**config.mk**
```make
export PLATFORM = sky130hd
export DESIGN_NAME = port_reader_flat
export DESIGN_NICKNAME = d
export VERILOG_FILES = /design/src/rtl/port_pkg.sv /design/src/rtl/port_reader_if.sv /design/src/rtl/port_sync_bit.sv /design/src/rtl/port_reader.sv /design/src/flat_wrapper.sv
export SDC_FILE = /design/constraint.sdc
export NUM_CORES = 1
export LEC_CHECK = 0
export CAP_MARGIN = 20
export CORE_ASPECT_RATIO = 2
export CORE_MARGIN = 2
export CORE_UTILIZATION = 36
export CTS_BUF_LIST = sky130_fd_sc_hd__clkbuf_8
export CTS_CLUSTER_DIAMETER = 80
export CTS_CLUSTER_SIZE = 28
export DETAILED_ROUTE_END_ITERATION = 16
export HOLD_SLACK_MARGIN = 0.15
export SLEW_MARGIN = 40
export SYNTH_ARGS = -nofsm -noshare
export SYNTH_HDL_FRONTEND = slang
export SYNTH_HIERARCHICAL = 1
export SYNTH_SLANG_ARGS = --single-unit
```
**constraint.sdc**
```tcl
create_clock -name clock -period 3.2 [get_ports clock]
set_clock_uncertainty 0.15 [all_clocks]
set_input_delay 0.32 -clock clock [delete_from_list [all_inputs] [get_ports clock]]
set_output_delay 0.32 -clock clock [all_outputs]
set_load 0.1 [all_outputs]
```
**src/rtl/port_pkg.sv**
```systemverilog
`default_nettype none
// +------------------------------------------------------------------+
// | port_pkg: 8051 port SFR addresses, bit bases and reset constants  |
// | Revision: 1.0                                                     |
// +------------------------------------------------------------------+
package port_pkg;
  localparam logic [7:0] P0_ADDR          = 8'h80;
  localparam logic [7:0] P1_ADDR          = 8'h90;
  localparam logic [7:0] P2_ADDR          = 8'hA0;
  localparam logic [7:0] P3_ADDR          = 8'hB0;
  localparam logic [7:0] P0_BIT_BASE      = 8'h80;
  localparam logic [7:0] P1_BIT_BASE      = 8'h90;
  localparam logic [7:0] P2_BIT_BASE      = 8'hA0;
  localparam logic [7:0] P3_BIT_BASE      = 8'hB0;
  localparam logic [7:0] BIT_BASE_MASK    = 8'hF8;
  localparam logic [7:0] PORT_RST         = 8'hFF;
  localparam int         DEGLITCH_DEFAULT = 4;
endpackage
`default_nettype wire

```
**src/rtl/port_reader_if.sv**
```systemverilog
`default_nettype none
// +------------------------------------------------------------------+
// | port_reader_if: SFR read request/response bundle for one port     |
// | Revision: 1.0                                                     |
// +------------------------------------------------------------------+
interface port_reader_if;
  logic [7:0] addr;
  logic       read_en;
  logic       read_bit_en;
  logic       rmw;
  logic [7:0] data_out;
  logic       bit_out;
  logic       read_valid;

  modport master (
    output addr, read_en, read_bit_en, rmw,
    input  data_out, bit_out, read_valid
  );

  modport slave (
    input  addr, read_en, read_bit_en, rmw,
    output data_out, bit_out, read_valid
  );
endinterface
`default_nettype wire

```
**src/rtl/port_sync_bit.sv**
```systemverilog
`default_nettype none
// +------------------------------------------------------------------+
// | port_sync_bit: one pin's 2-flop synchronizer, optional deglitch   |
// | filter (PORT_DEGLITCH_EN) and edge detect.   Revision: 1.0        |
// +------------------------------------------------------------------+
module port_sync_bit #(
  parameter int   DEGLITCH_CYC = 4,
  parameter logic RST_LEVEL    = 1'b1
) (
  input  wire  clock,
  input  wire  reset,
  input  wire  pin_in,
  output logic level,
  output logic pin_edge
);
  if (DEGLITCH_CYC < 2 || DEGLITCH_CYC > 15) begin : g_bad_cfg
    $error("port_sync_bit: DEGLITCH_CYC must be within 2..15");
  end

  logic s1_q, s1_d;
  logic sync_q, sync_d;
  logic prev_q, prev_d;

`ifdef PORT_DEGLITCH_EN
  // Counter hits CNT_LAST on the DEGLITCH_CYC-th consecutive differing cycle.
  localparam logic [3:0] CNT_LAST = 4'(DEGLITCH_CYC - 1);

  logic       filt_q, filt_d;
  logic [3:0] cnt_q, cnt_d;

  always_comb begin
    filt_d = filt_q;
    cnt_d  = '0;
    if (sync_q != filt_q) begin
      if (cnt_q == CNT_LAST) begin
        filt_d = sync_q;
      end else begin
        cnt_d = cnt_q + 4'd1;
      end
    end
  end

  always_ff @(posedge clock or posedge reset) begin
    if (reset) begin
      filt_q <= RST_LEVEL;
      cnt_q  <= '0;
    end else begin
      filt_q <= filt_d;
      cnt_q  <= cnt_d;
    end
  end

  assign level = filt_q;
`else
  assign level = sync_q;
`endif

  always_comb begin
    s1_d   = pin_in;
    sync_d = s1_q;
    prev_d = level;
  end

  always_ff @(posedge clock or posedge reset) begin
    if (reset) begin
      s1_q   <= RST_LEVEL;
      sync_q <= RST_LEVEL;
      prev_q <= RST_LEVEL;
    end else begin
      s1_q   <= s1_d;
      sync_q <= sync_d;
      prev_q <= prev_d;
    end
  end

  assign pin_edge = level ^ prev_q;
endmodule
`default_nettype wire

```
**src/rtl/port_reader.sv**
```systemverilog
`default_nettype none
// +------------------------------------------------------------------+
// | port_reader: 8051 port SFR read side with sticky change flags;    |
// | PORT_DEGLITCH_EN adds per-pin filtering.     Revision: 1.0        |
// +------------------------------------------------------------------+
module port_reader
  import port_pkg::*;
#(
  parameter logic [7:0] SFR_ADDR     = P0_ADDR,
  parameter logic [7:0] SFR_B_ADDR   = P0_BIT_BASE,
  parameter int         DEGLITCH_CYC = DEGLITCH_DEFAULT
) (
  input  wire         clock,
  input  wire         reset,
  input  wire  [7:0]  pins_in,
  input  wire  [7:0]  latch_in,
  port_reader_if.slave sfr,
  output logic [7:0]  pin_change
);
  logic [7:0] pin_sync;
  logic [7:0] pin_edge;

  for (genvar i = 0; i < 8; i++) begin : g_pin
    port_sync_bit #(
      .DEGLITCH_CYC (DEGLITCH_CYC),
      .RST_LEVEL    (PORT_RST[i])
    ) u_sync (
      .clock    (clock),
      .reset    (reset),
      .pin_in   (pins_in[i]),
      .level    (pin_sync[i]),
      .pin_edge (pin_edge[i])
    );
  end

  logic [7:0] data_out_q, data_out_d;
  logic       bit_out_q, bit_out_d;
  logic       read_valid_q, read_valid_d;
  logic [7:0] pin_change_q, pin_change_d;
  logic       byte_hit, bit_hit;
  logic [7:0] src;

  always_comb begin
    byte_hit     = sfr.read_en & ~sfr.read_bit_en & (sfr.addr == SFR_ADDR);
    bit_hit      = sfr.read_en & sfr.read_bit_en &
                   ((sfr.addr & BIT_BASE_MASK) == (SFR_B_ADDR & BIT_BASE_MASK));
    src          = sfr.rmw ? latch_in : pin_sync;
    data_out_d   = data_out_q;
    bit_out_d    = bit_out_q;
    read_valid_d = byte_hit | bit_hit;
    if (byte_hit) data_out_d = src;
    if (bit_hit)  bit_out_d  = src[sfr.addr[2:0]];
    // OR-ing new edges after the clear lets a same-cycle edge survive a poll.
    pin_change_d = ((byte_hit & ~sfr.rmw) ? 8'h00 : pin_change_q) | pin_edge;
  end

  always_ff @(posedge clock or posedge reset) begin
    if (reset) begin
      data_out_q   <= 8'h00;
      bit_out_q    <= 1'b0;
      read_valid_q <= 1'b0;
      pin_change_q <= 8'h00;
    end else begin
      data_out_q   <= data_out_d;
      bit_out_q    <= bit_out_d;
      read_valid_q <= read_valid_d;
      pin_change_q <= pin_change_d;
    end
  end

  assign sfr.data_out   = data_out_q;
  assign sfr.bit_out    = bit_out_q;
  assign sfr.read_valid = read_valid_q;
  assign pin_change     = pin_change_q;
endmodule
`default_nettype wire

```
**src/flat_wrapper.sv**
```systemverilog
// flat-port wrapper written by rule: the top's interface ports become plain ports
module port_reader_flat import port_pkg::*;
#(
  parameter logic [7:0] SFR_ADDR     = P0_ADDR,
  parameter logic [7:0] SFR_B_ADDR   = P0_BIT_BASE,
  parameter int         DEGLITCH_CYC = DEGLITCH_DEFAULT
)
  (clock, reset, pins_in, latch_in, pin_change, sfr_addr, sfr_read_en, sfr_read_bit_en, sfr_rmw, sfr_data_out, sfr_bit_out, sfr_read_valid);
  port_reader_if sfr_i ();
  input  wire clock;
  input  wire reset;
  input  wire  [7:0] pins_in;
  input  wire  [7:0] latch_in;
  output logic [7:0] pin_change;
  input wire logic [$bits(sfr_i.addr)-1:0] sfr_addr;
  input wire logic [$bits(sfr_i.read_en)-1:0] sfr_read_en;
  input wire logic [$bits(sfr_i.read_bit_en)-1:0] sfr_read_bit_en;
  input wire logic [$bits(sfr_i.rmw)-1:0] sfr_rmw;
  output wire logic [$bits(sfr_i.data_out)-1:0] sfr_data_out;
  output wire logic [$bits(sfr_i.bit_out)-1:0] sfr_bit_out;
  output wire logic [$bits(sfr_i.read_valid)-1:0] sfr_read_valid;
  assign sfr_i.addr = sfr_addr;
  assign sfr_i.read_en = sfr_read_en;
  assign sfr_i.read_bit_en = sfr_read_bit_en;
  assign sfr_i.rmw = sfr_rmw;
  assign sfr_data_out = sfr_i.data_out;
  assign sfr_bit_out = sfr_i.bit_out;
  assign sfr_read_valid = sfr_i.read_valid;
  port_reader #(.SFR_ADDR(SFR_ADDR), .SFR_B_ADDR(SFR_B_ADDR), .DEGLITCH_CYC(DEGLITCH_CYC)) u_core (.clock(clock), .reset(reset), .pins_in(pins_in), .latch_in(latch_in), .sfr(sfr_i), .pin_change(pin_change));
endmodule
```
==> results.yml <==
floorplan:
  die_w_um: 51.4
  die_y_um: 98.9
  boundaryPins: 47
  die_area_um2: 5090
  coreArea_um2: 4340
  initial_utilization: 0.373
  rows: 34
worst_setup_path:
  critPathRequiredTime_ns: 3.22
  worstPathArrival_ns: 2.29
  path_class: "in -> reg"
  endpoint_kind: "flop"
  cpPeakStageDelay_ns: 0.63
  crit_path_start_kind: "primary input"
  path_max_fanout: 5
  critPathSlowestCell: "clkdlybuf4s50_1"
  crit_chain: "clkdlybuf4s50_1, mux4_1, mux4_2, mux2_2"
  ff2ff_setup_slack_ns: 1.30
power:
  p_switching_mw: 0.254
  ir_worst_vdd_v: 0.000441
  power_density_nw_per_um2: 509
  intPower_mw: 0.853
  power_frac_comb: 0.119
  p_total_mw: 1.11
  p_leak_nw: 0.955
  p_sw_frac: 0.230
  seq_power_share: 0.521
  clkPwrFrac: 0.360
run_status:
  outcome: "finished, final reports clean"
placed_design:
  dp_cells: 196
  io_buffer_count: 46
  gp_congestion: 0.676
  dp_hpwl_mm: 2.54
grt:
  grt_max_degree: 19
  grt.total_usage: 0.142
  grt_antenna_before_repair: 0
  grt_pass1_vias: 1100
  grt_pass1_wl_mm: 5.33
  grt_overflow_total: 0
clock_network:
  post_cts_buffers: 0
  clk-insertion-delay-late_ns: 0.28
  cts_tree: "built"
  root_buffer: "clkbuf_8"
  hold_buffers: 0
  clkSlewWorstSetupHoldPaths_ns: 0.08
  clk_path_buf_depth: 2
  htree_levels: 2
  cts_buffers: 5
  cts.sinks: 42
  cts_resized: 0
synth:
  synth_area_per_cell_um2: 16.5
  yosys.area_share.xor_xnor: 0.0432
  synth_seq_cells: 42
  synthesis.nets: 127
  netlist_instances: 98
  yosys.area_share.adder: 0
  ys_types: 15
  syn_area_um2: 1620
  yosysSeqAreaShare: 0.667
  yosysWarnings: 6
  synthSimpleGateAreaFrac: 0.0255
  muxShareOfSynthArea: 0.197
  synth_top_family_by_area: "multiplexers"
  synth-compound-area-share: 0.0371
layout:
  instances_no_fill: 204
  nNetsFinal: 178
  mostFrequentLayoutCells: "clkdlybuf4s50_1 (28), dfstp_2 (24), dfrtp_1 (18)"
  syn2layout_area_growth_pct: 34.4
  layout_commonest_cell: "clkdlybuf4s50_1"
  drive_gt1_frac: 0.453
  antenna_cells: 0
  fill_cells: 417
  post-route-util: 0.502
job:
  drv_cap: 0
sta:
  setup_tns_ns: 0
  post-route-period-util: 0.710
  tightest_slew_ns: 0.707
  max_freq_mhz: 440
  setup_viol: 0
  rsz0062_at_grt: "false"
  hold_viol_final: 0
  maxSlewHeadroom: 0.526
  fin_hold_ws_ns: 0.201
  fin_crit_ns: 2.27
  slew_violations: 0
drt:
  via_per_inst: 4.75
  antenna_left: 0
  avgRoutedWirePerCell_um: 16.2
  via_count: 970
  first_pass_iters: 3
  drt_wl_total_mm: 3.30
  remaining_drc_errors: 0
  drt-initial-drc-count: 9
min_path:
  hp-class: "reg -> reg"
## state kept, by name, indices dropped and copies added, names as in the netlist
name,count
u_core/g_pin.u_sync/level,8
u_core/g_pin.u_sync/s1_q,8
u_core/pin_change,8
u_core/g_pin.u_sync/prev_q,8
u_core/sfr.data_out,8
u_core/sfr.bit_out,1
u_core/sfr.read_valid,1
## layout make-up
cell class | instances | area (um^2) | area share
multi-input combinational | 45 | 490 | 0.225
timing repair buffer | 46 | 395 | 0.182
inverter | 9 | 33.8 | 0.0155
clock inverter | 3 | 40.0 | 0.0184
clock buffer | 5 | 68.8 | 0.0316
tap | 54 | 67.6 | 0.0310
sequential | 42 | 1080 | 0.497
## layer usage
layer / GRT usage / share of wire / vias up
li1: - / - / 441
met4: 0.0648 / 0.019 / 0
met2: 0.247 / 0.55 / 35
met3: 0.0258 / 0.058 / 6
met5: 0 / 0 / -
met1: 0.164 / 0.37 / 488
## synthesized netlist by cell type
| cell | count | share of area |
|---|---|---|
| inv_1 | 9 | 0.021 |
| mux2_2 | 17 | 0.12 |
| xor2_1 | 8 | 0.043 |
| nor4_1 | 2 | 0.0077 |
| nand3_1 | 2 | 0.0062 |
| mux4_2 | 1 | 0.014 |
| a21o_1 | 8 | 0.037 |
| mux4_1 | 4 | 0.065 |
| dfstp_2 | 24 | 0.39 |
| dfrtp_1 | 18 | 0.28 |
| and2_0 | 1 | 0.0039 |
| nand2_1 | 1 | 0.0023 |
| clkbuf_1 | 1 | 0.0023 |
| nand4b_1 | 1 | 0.0054 |
| buf_6 | 1 | 0.0069 |
## final timing paths
path | startpoint | to | cells after the start
max | sfr_addr[0] | u_core/sfr.bit_out | 4
min reg2reg | u_core/g_pin[0].u_sync/s1_q | u_core/g_pin[0].u_sync/level | 0
min in group asynchronous | reset | u_core/pin_change[4] | 2
max in group asynchronous | reset | u_core/sfr.data_out[0] | 2
min | u_core/g_pin[0].u_sync/s1_q | u_core/g_pin[0].u_sync/level | 0
max reg2reg | u_core/g_pin[5].u_sync/level | u_core/sfr.bit_out | 3
## worst max-delay path: cells and delay by family
family / cells / cell delay (ns)
buf+inv: 1 / 0.63
mux: 3 / 1.35
## power groups by stage
stage	Combinational, mW	Sequential [mW]	Clock, mW
floorplan	0.0443	0.619	0
global placement	0.134	0.585	0
detailed placement	0.133	0.587	0
CTS	0.133	0.577	0.417
global route	0.140	0.580	0.441
finish	0.131	0.577	0.399
## metrics by stage
step	setup WS (ns)	area (um^2)
6_report	0.929	2180
5_1_grt	0.889	2180
4_1_cts	0.945	2180
3_5_place_dp	0.639	2070
3_3_place_gp	0.706	2110
2_1_floorplan	1.28	1620
## logic make-up (layout without fill, tap and decap cells)
| logic type | after synthesis | count (layout) |
|---|---|---|
| muxes | 22 | 22 |
| AOI/OAI and AO/OA | 8 | 8 |
| and+or+nand+nor | 7 | 7 |
| buffers and inverters | 11 | 63 |
| DFF | 42 | 42 |
| xor gates and xnor gates | 8 | 8 |
(Power assumes the default switching activity.)
